$ cat config.mk
export PLATFORM = sky130hd
export DESIGN_NAME = refresh_scheduler
export DESIGN_NICKNAME = d
export VERILOG_FILES = /design/src/rtl/refresh_scheduler.sv
export SDC_FILE = /design/constraint.sdc
export NUM_CORES = 1
export LEC_CHECK = 0
export ABC_CLOCK_PERIOD_IN_PS = 1500
export BUFFER_PORTS_ARGS = -buffer_cell sky130_fd_sc_hd__buf_2
export CAP_MARGIN = 15
export CORE_AREA = 2 2 52 54
export CTS_CLUSTER_SIZE = 16
export DETAILED_ROUTE_END_ITERATION = 10
export DIE_AREA = 0 0 54 56
export GPL_ROUTABILITY_DRIVEN = 0
export GPL_TIMING_DRIVEN = 1
export PLACE_DENSITY = 0.7
export SETUP_SLACK_MARGIN = 0.2
export SLEW_MARGIN = 15
export SYNTH_ARGS = -nofsm -noshare
export SYNTH_HDL_FRONTEND = slang
export SYNTH_SLANG_ARGS = --single-unit
$ cat constraint.sdc
create_clock -name clk -period 1.5 [get_ports clk]
set_input_delay 0.3 -clock clk [delete_from_list [all_inputs] [get_ports clk]]
set_output_delay 0.3 -clock clk [all_outputs]
set_load 0.1 [all_outputs]
$ cat src/rtl/refresh_scheduler.sv
// refresh_scheduler: periodic round-robin refresh of the gain-cell array.
// A timer raises a refresh request every REF_INTERVAL cycles. The request
// waits while user traffic is active, for at most MAX_DEFER idle-state
// cycles, then the user port is stalled and the row is read, captured and
// written back. ref_done pulses with ref_mem_addr still on the refreshed row.
//
// Handshake contract with the upstream arbiter: stall_o is a level, not a
// valid/ready pair. While stall_o=1 the arbiter must not issue user accesses.
// stall_o is decoded from registers only, so it never depends on user_req in
// the same cycle. user_req is only a hint that lets the refresh wait.
module refresh_scheduler #(
  parameter int ADDR_W       = 3,
  parameter int NUM_ROWS     = 8,
  parameter int DATA_W       = 8,
  parameter int REF_INTERVAL = 16,
  parameter int MAX_DEFER    = 4
) (
  input  logic              clk,
  input  logic              rst_n,
  input  logic              user_req,
  input  logic [DATA_W-1:0] mem_rdata,
  output logic [ADDR_W-1:0] ref_mem_addr,
  output logic              ref_ren,
  output logic              ref_wen,
  output logic [DATA_W-1:0] ref_wdata,
  output logic              ref_done,
  output logic              ref_busy,
  output logic              stall_o,
  output logic              overrun
);

  localparam int TW = $clog2(REF_INTERVAL);
  localparam int DW = $clog2(MAX_DEFER + 1);

  typedef enum logic [2:0] {
    IDLE  = 3'd0,
    READ  = 3'd1,
    CAPT  = 3'd2,
    WRITE = 3'd3,
    DONE  = 3'd4
  } state_t;

  state_t            state;
  state_t            state_next;
  logic [TW-1:0]     timer;
  logic              pending;
  logic [DW-1:0]     defer_cnt;
  logic [ADDR_W-1:0] row;
  logic [DATA_W-1:0] wdata;
  logic              overrun_q;

  logic wrap;
  logic defer_max;
  logic start;

  assign wrap      = (timer == TW'(REF_INTERVAL - 1));
  assign defer_max = (defer_cnt == DW'(MAX_DEFER));
  // A pending refresh starts when the user is idle or has waited long enough.
  assign start     = pending && (!user_req || defer_max);

  // Free-running request timer, wraps at REF_INTERVAL-1.
  always_ff @(posedge clk or negedge rst_n) begin
    if (!rst_n) timer <= '0;
    else if (wrap) timer <= '0;
    else timer <= timer + TW'(1);
  end

  // Request flag: a new wrap wins over the clear on the DONE exit edge.
  always_ff @(posedge clk or negedge rst_n) begin
    if (!rst_n) pending <= 1'b0;
    else if (wrap) pending <= 1'b1;
    else if (state == DONE) pending <= 1'b0;
  end

  // Sticky loss flag: a second request arrived before the first completed.
  always_ff @(posedge clk or negedge rst_n) begin
    if (!rst_n) overrun_q <= 1'b0;
    else if (wrap && pending && (state != DONE)) overrun_q <= 1'b1;
  end

  // Deferral counter: counts idle cycles a pending request spent yielding.
  always_ff @(posedge clk or negedge rst_n) begin
    if (!rst_n) defer_cnt <= '0;
    else if (state == DONE) defer_cnt <= '0;
    else if ((state == IDLE) && pending && user_req && !defer_max)
      defer_cnt <= defer_cnt + DW'(1);
  end

  // Row pointer advances after each completed refresh, wrapping at NUM_ROWS-1.
  always_ff @(posedge clk or negedge rst_n) begin
    if (!rst_n) row <= '0;
    else if (state == DONE) begin
      if (row == ADDR_W'(NUM_ROWS - 1)) row <= '0;
      else row <= row + ADDR_W'(1);
    end
  end

  // Capture read data in CAPT; it is held for the write-back and beyond.
  always_ff @(posedge clk or negedge rst_n) begin
    if (!rst_n) wdata <= '0;
    else if (state == CAPT) wdata <= mem_rdata;
  end

  // FSM state register.
  always_ff @(posedge clk or negedge rst_n) begin
    if (!rst_n) state <= IDLE;
    else state <= state_next;
  end

  // FSM next state: every non-IDLE state lasts exactly one cycle.
  always_comb begin
    state_next = state;
    case (state)
      IDLE:    if (start) state_next = READ;
      READ:    state_next = CAPT;
      CAPT:    state_next = WRITE;
      WRITE:   state_next = DONE;
      DONE:    state_next = IDLE;
      default: state_next = IDLE;
    endcase
  end

  assign ref_ren      = (state == READ);
  assign ref_wen      = (state == WRITE);
  assign ref_done     = (state == DONE);
  assign ref_busy     = (state != IDLE);
  assign stall_o      = ref_busy | (pending & defer_max);
  assign ref_mem_addr = row;
  assign ref_wdata    = wdata;
  assign overrun      = overrun_q;

endmodule

==> metrics, run 1 <==
hold_ws ~210 ps; vias in the first global route slightly above 800; syn_nets approximately 100; Post-Syn Area between 1000 and 1500 um^2; Worst EP required ~1200 ps; total grt overflow 0; RSZ-0062 raised after global routing yes; row count 18; CTS tree yes; max-slew violation count 0; clk_skew 4.43 ps; detailed-route via count approximately 840; Placeable Area 2430 um^2; total track usage 16.4%; Worst Setup SP state[1]; reg-to-reg startpoint state[0]; IO Count 28; synth warn 0; crit end category output pin; Max-cap violations 0; critical path class register to output pin; clk slew on worst S/H paths 130 ps; Worst Max-Slew Pin Slew 518 ps; number of diodes 0; slew margin rel. 65.4%; CTS buffer count 3; port bufs 27; Final period util 116%; final hold violation count 0; f_max 0.575 GHz; failing checks negative setup slack; Post-DP HPWL between 1000 and 1500 um; Synth top cells by count dfrtp_1, mux2_2, inv_1; top post-synthesis cells by area dfrtp_1, mux2_2, ha_1, mux2_4, buf_6; Final nets 146; area leader, netlist dfrtp_1; router iterations before antenna repair 4; Initial DRC Count 15; die height 56 um; unique cell type count in the Yosys netlist 32; H-tree depth 1; top cell type's share of synthesized area 54.1%; Root Driver clkbuf_4; status complete, but fails checks; Vias/cell 5.25; setup ws final -238 ps; minimum clock period after layout 1740 ps; crit-path max FO 4; EDFF count, synth 0; DRC 0; HP Start mem_rdata[1]; fraction of layout instances using a drive strength above 1 61.2%; fraction of registers with async set/reset 100%; final wirelength approximately 2300 um; clock sinks 23; die width 54 um; crit path DAT 1440 ps; clock tree buffer depth 2; worst min-delay path category primary input to register; largest net degree at the start of global routing 24; syn avg cell area approximately 12 um^2; Most used DFF post-synth dfrtp_1; clk_lat worst skew a little over 300 ps; endpoints failing setup 15; area added between synthesis and finish 57.8%; Seq/Total Area, Yosys 54.1%; DR WL/cell 14.5 um; first-pass GRT wire length between 3000 and 4000 um; Die ar. ~3000 um^2; Starting Density 43.8%; flops & latches, synth 23; DRT antenna net count 0; cells after synthesis 87; crit start category register; dpl ws 46.8 ps; FILL cells 169; initial antenna violation count 0; most numerous cell in the Yosys netlist dfrtp_1
flip-flops by register name, summed over array words and instances (netlist names):
| name | flops |
|---|---|
| defer_cnt | 3 |
| overrun | 1 |
| pending | 1 |
| ref_mem_addr | 3 |
| ref_wdata | 8 |
| state | 3 |
| timer | 4 |
routing by layer:
layer	wire (um)	track usage [%]	vias up
met2	1200	25.6	20
met3	60	2.42	4
li1	-	-	389
met4	25	6.43	0
met1	1020	22.5	422
met5	0	0	-
per-stage QoR:
| step | util [%] | cell area, um^2 | TNS [ps] | instances |
|---|---|---|---|---|
| floorplan | - | 1140 | -399 | 87 |
| global placement | 55.8 | 1360 | 0 | 144 |
| detailed placement | 55.8 | 1360 | 0 | 144 |
| CTS | 65.2 | 1590 | -820 | 155 |
| global route | 69.1 | 1680 | -2290 | 159 |
| finish | 69.1 | 1680 | -1340 | 159 |
layout make-up:
class | count | area, um^2 | area share [%]
repair buffers | 44 | 443 | 26.4
well taps | 30 | 37.5 | 2.23
flip-flops and latches | 23 | 584 | 34.8
inverters | 6 | 26.3 | 1.56
clock inverters | 1 | 5.00 | 0.298
multi-input cells | 52 | 562 | 33.4
clock buffers | 3 | 22.5 | 1.34
cell families (layout without fill, tap and decap cells):
kind of cell	after synthesis	count (layout)	share of synthesized area, %
AO/OA/AOI/OAI	15	15	9.99
XOR/XNOR	2	2	1.65
adder cells (fa/ha/maj)	5	5	5.88
buffers and inverters	12	54	5.99
flip-flops	23	23	54.1
multiplexers	10	10	11.3
AND/OR/NAND/NOR	20	20	11.2
worst paths after layout:
| path | endpoint | slack, ps | depth (start not counted) |
|---|---|---|---|
| max in group asynchronous | ref_mem_addr[1] | 640 | 2 |
| min in group asynchronous | ref_wdata[1] | 480 | 2 |
| hold / removal | ref_wdata[1] | 210 | 2 |
| setup reg to reg | ref_wdata[6] | -70 | 6 |
| hold reg to reg | timer[0] | 500 | 1 |
| setup / recovery | ref_done | -240 | 3 |
worst max-delay path, cell delays in order (launching register included):
cell and delay, ps:
dfrtp_1 440, or3b_4 430, clkinvlp_4 100, buf_12 170
what timing repair did:
item / CTS / global route
buffers inserted: 6 / 4
gates resized for setup: 42 / 15
hold buffers: 1 / 0
endpoints found under the setup margin: 31 / 32
pin swaps: 3 / 1
endpoints found under the hold margin: 23 / 0
cell usage in the layout, fill, tap and decap left out, drive strengths merged, types with 3 or more instances in the layout:
cell type  Yosys  final
buf            5     43
dfrtp         23     23
mux2          10     10
inv            6      5
ha             5      5
a31oi          3      3
nand3          3      3
clkbuf         1      3
nor2           3      3
nand2          3      3
Power of run 1 is not shown: default switching activity piles up to over one toggle a cycle in this logic, so the estimate is an artifact.
==> run 2, diff against run 1 <==
--- a/config.mk
+++ b/config.mk
@@ -5,7 +5,7 @@
 export SDC_FILE = /design/constraint.sdc
 export NUM_CORES = 1
 export LEC_CHECK = 0
-export ABC_CLOCK_PERIOD_IN_PS = 1500
+export ABC_CLOCK_PERIOD_IN_PS = 1650
 export BUFFER_PORTS_ARGS = -buffer_cell sky130_fd_sc_hd__buf_2
 export CAP_MARGIN = 15
 export CORE_AREA = 2 2 52 54
@@ -14,7 +14,7 @@
 export DIE_AREA = 0 0 54 56
 export GPL_ROUTABILITY_DRIVEN = 0
 export GPL_TIMING_DRIVEN = 1
-export PLACE_DENSITY = 0.7
+export PLACE_DENSITY = 0.68
 export SETUP_SLACK_MARGIN = 0.2
 export SLEW_MARGIN = 15
 export SYNTH_ARGS = -nofsm -noshare
==> constraint.sdc (replaced) <==
create_clock -name clk -period 1.65 [get_ports clk]
set_input_delay 0.33 -clock clk [delete_from_list [all_inputs] [get_ports clk]]
set_output_delay 0.33 -clock clk [all_outputs]
set_load 0.1 [all_outputs]
==> metrics, run 2 (synthesis gave the netlist of run 1 again) <==
status complete, but fails checks; failing checks negative setup slack; critical path class register to output pin; max-slew violation count 0 (unchanged); DR WL/cell 14.3 um (-1.7%); crit path DAT 1440 ps (about the same); clock tree buffer depth 2 (unchanged); Worst Hold End ref_wdata[1]; minimum clock period after layout between 1500 and 2000 ps; clk_lat worst skew 320 ps (about the same); reg-to-reg startpoint state[0]; final hold violation count 0 (unchanged); WHS Path Cells 2 (unchanged); clock sinks 23 (unchanged); Initial DRC Count 17 (+2); R2R cell count 4 (-2); DRT antenna net count 0 (unchanged); slew margin rel. 66.4% (+0.91 points); Root Driver clkbuf_4; initial antenna violation count 0 (unchanged); H-tree depth 1 (unchanged); max FFs per register 8 (unchanged); die width 54 um (unchanged); worst min-delay path category primary input to register; r2r setup slk 220 ps (+290 ps); fraction of layout instances using a drive strength above 1 56.8% (-4.4 points); CTS buffer count 3 (unchanged); crit start category register; die height 56 um (unchanged); clk slew on worst S/H paths 140 ps (about the same); RSZ-0062 raised after global routing yes; Worst EP required 1320 ps (+120 ps); port bufs 27 (unchanged); Starting Density 43.8% (unchanged); Die ar. 3020 um^2 (unchanged); Reg area 586 um^2 (+0.21%); total track usage 16.9% (+0.45 points); router iterations before antenna repair 4 (unchanged); FF-to-FF End ref_wdata[6]; area added between synthesis and finish 44.3%; area of the multi-input gates 484 um^2 (-14%); DRC 0 (unchanged); first-pass GRT wire length 3770 um (+2.6%); FILL cells 192 (+14%); detailed-route via count 787 (-5.7%); commonest cells after routing, fill and taps aside dfrtp_1, buf_2, buf_4, clkbuf_4; Final period util 107%; Vias/cell 5.08 (-3.3%); CTS tree yes; setup TNS -469 ps (+873 ps); endpoints failing setup 5 (-10); crit end category output pin; dpl ws 178 ps (+132 ps); f_max 0.566 GHz; setup ws final -118 ps (+120 ps); total grt overflow 0 (unchanged); clk_skew 11.7 ps (+7.25 ps); Post-DP HPWL 1420 um (-3.8%); Worst Max-Slew Pin Slew 505 ps (-13.7 ps); number of diodes 0 (unchanged); largest net degree at the start of global routing 24 (unchanged); final wirelength 2210 um (-4.2%); crit-path max FO 8 (+4); Placeable Area 2430 um^2 (unchanged); Final nets 142 (-2.7%); vias in the first global route 781 (-3.3%); most common cell after layout, fill and taps aside dfrtp_1; IO Count 28 (unchanged); Max-cap violations 0 (unchanged); HP Start mem_rdata[1]; row count 18 (unchanged)
## run 2: changes by cell type in the layout (fill, tap and decap cells not counted), sizes merged
cell / previous run / this run
clkinv: 1 / 0
clkinvlp: 1 / 2
clkbuf: 3 / 9
buf: 43 / 33
## run 2: worst max path at each step
stage / slack (ps) / from / cells past startpoint / endpoint
6_report: -120 / state[0] / 5 / stall_o
2_1_floorplan: -20 / state[2] / 2 / ref_ren
4_1_cts: -130 / state[2] / 5 / stall_o
5_1_grt: -170 / state[2] / 3 / ref_done
3_5_place_dp: 180 / state[1] / 3 / ref_done
3_3_place_gp: 190 / state[1] / 3 / ref_done
## run 2: per-stage QoR
| stage | utilization [%] | instances | hold WS (ps) | instance area [um^2] |
|---|---|---|---|---|
| after CTS | 61.4 | 154 | 221 | 1490 |
| after global routing | 63.2 | 155 | 211 | 1540 |
| final | 63.2 | 155 | 226 | 1540 |
| after global placement | 55.9 | 143 | 321 | 1360 |
| after detailed placement | 55.9 | 143 | 339 | 1360 |
| after floorplan | - | 87 | 34.4 | 1130 |
## run 2: final cells by class
class / count / area share (%)
Timing Repair Buffer: 40 / 24.1
Inverter: 6 / 1.87
Sequential cell: 23 / 38.1
Multi-Input combinational cell: 52 / 31.5
Clock inverter: 1 / 0.489
Tap cell: 30 / 2.44
Clock buffer: 3 / 1.47
## run 2: critical path: stages (launching register included)
cell,delay [ps]
dfrtp_1,400
buf_4,170
nor3_4,180
buf_6,150
nand2_4,50
buf_12,160
## run 2: per-layer routing
metal	up-vias	track usage (%)	share of wire, %
met3	2	5.91	4.0
met4	0	3.21	0.45
met5	-	0	0
li1	383	-	-
met1	385	21.6	43
met2	17	27.4	53
## run 2: timing repair
action                                  CTS  global route
hold buffers                              1             0
resized for setup                        15            13
hold endpoints to repair                 23             0
endpoints found under the setup margin   19            25
setup buffers                             6             1
pin swaps                                 4             3
Power of run 2 is left out for the same reason.
==> run 3, diff against run 2 <==
--- a/config.mk
+++ b/config.mk
@@ -16,7 +16,9 @@
 export GPL_TIMING_DRIVEN = 1
 export PLACE_DENSITY = 0.68
 export SETUP_SLACK_MARGIN = 0.2
+export SKIP_CTS_REPAIR_TIMING = 1
 export SLEW_MARGIN = 15
 export SYNTH_ARGS = -nofsm -noshare
 export SYNTH_HDL_FRONTEND = slang
 export SYNTH_SLANG_ARGS = --single-unit
+export TNS_END_PERCENT = 50
==> metrics, run 3 (synthesis gave the netlist of run 1 again) <==
status complete, but fails checks; failing checks negative setup slack; reg-to-reg startpoint state[0]; area added between synthesis and finish 40.2%; largest net degree at the start of global routing 24 (unchanged); most common cell after layout, fill and taps aside dfrtp_1; worst setup path endpoint stall_o; first-pass GRT wire length 3190 um (-15%); Placeable Area 2430 um^2 (unchanged); Slowest-stage cell, CP dfrtp_1; Final period util 107% (+0.29 points); number of diodes 0 (unchanged); Final nets 139 (-2.1%); die width 54 um (unchanged); f_max 0.564 GHz (-0.27%); R2R cell count 3 (-1); minimum clock period after layout 1770 ps (+4.82 ps); DRC 0 (unchanged); Post-DP HPWL 1410 um (-0.72%); crit end category output pin; total track usage 14.4% (-2.5 points); RSZ-0062 raised after global routing yes; endpoints failing setup 5 (unchanged); detailed-route via count 775 (-1.5%); CP peak stage delay 420 ps (+20 ps); vias in the first global route 738 (-5.5%); Vias/cell 5.10 (+0.42%); final wirelength 1990 um (-10%); router iterations before antenna repair 5 (+1); crit-path max FO 4 (-4); Worst Max-Slew Pin Slew 484 ps (-20.4 ps); IO Count 28 (unchanged); total grt overflow 0 (unchanged); Finished Layout Cells 152 (-1.9%); Max-cap violations 0 (unchanged); clk_lat worst skew 310 ps (about the same); CP delay by family, top buffers and inverters; FILL cells 182 (-5.2%); clock tree buffer depth 2 (unchanged); r2r setup slk 250 ps (+30 ps); worst min-delay path category primary input to register; final hold violation count 0 (unchanged); Reg area 584 um^2 (-0.21%); Initial DRC Count 9 (-8); critical path class register to output pin; clock sinks 23 (unchanged); max FFs per register 8 (unchanged); Post-Route Utilization 61.4% (-1.8 points); FF-to-FF End ref_mem_addr[2]; die height 56 um (unchanged); clk slew on worst S/H paths 130 ps (about the same); clk_skew 1.23 ps (-10.5 ps); crit path DAT 1440 ps (about the same); Worst EP required 1320 ps (about the same); Area after DPL 1370 um^2 (+0.55%); fraction of layout instances using a drive strength above 1 54.9% (-1.9 points); port bufs 27 (unchanged); area of the multi-input gates 473 um^2 (-2.3%); DR WL/cell 13.1 um (-8.4%); setup ws final -122 ps (-4.81 ps); crit start category register; H-tree depth 1 (unchanged); CP Cell Sequence buf_6 > nor3_2 > buf_4 > nand2_2 > buf_12; max-slew violation count 0 (unchanged); WP buf/inv 3 (unchanged); Final Cell Area 1490 um^2 (-2.9%); Starting Density 43.8% (unchanged); Crit path depth 5 (unchanged); commonest cells after routing, fill and taps aside dfrtp_1, clkbuf_4, buf_2, mux2_2, buf_4; Die ar. 3020 um^2 (unchanged); Worst Setup SP state[1]; dpl cells 144 (+0.70%); initial antenna violation count 0 (unchanged); row count 18 (unchanged); Root Driver clkbuf_4; CTS buffer count 3 (unchanged); DRT antenna net count 0 (unchanged); CTS tree yes; slew margin rel. 67.7% (+1.4 points)
-- run 3: cell count changes in the layout (fill, tap and decap cells not counted), sizes merged --
cell and delta:
buf -7, clkbuf +4
-- run 3: cell type report --
type	instances	share of cell area [%]
clock buffers	3	1.51
multi-input cells	52	31.7
clock inverters	1	0.503
flip-flops and latches	23	39.1
repair buffers	37	22.9
well taps	30	2.51
inverters	6	1.76
-- run 3: worst min path at each step --
| stage | from | to | slack [ps] | cells past startpoint |
|---|---|---|---|---|
| floorplan | rst_n | defer_cnt[0] | 30 | 0 |
| global placement | rst_n | defer_cnt[2] | 320 | 1 |
| detailed placement | rst_n | defer_cnt[2] | 320 | 1 |
| CTS | rst_n | ref_wdata[2] | -40 | 1 |
| global route | mem_rdata[7] | ref_wdata[7] | 220 | 2 |
| finish | mem_rdata[4] | ref_wdata[4] | 240 | 2 |
-- run 3: metrics by stage --
step	setup TNS (ps)	setup slack, ps	hold slack (ps)
final	-462	-122	236
after global routing	-782	-192	219
after CTS	-567	-156	-38.6
after detailed placement	0	216	323
after global placement	0	230	317
after floorplan	-32.9	-21.4	34.4
-- run 3: layer usage --
| layer | GRT usage [%] | part of all wire (%) | up-vias |
|---|---|---|---|
| met1 | 18.0 | 40 | 373 |
| met2 | 23.0 | 54 | 21 |
| li1 | - | - | 379 |
| met3 | 5.91 | 5.2 | 2 |
| met4 | 3.21 | 0.50 | 0 |
| met5 | 0 | 0 | - |
Power of run 3 is left out for the same reason.
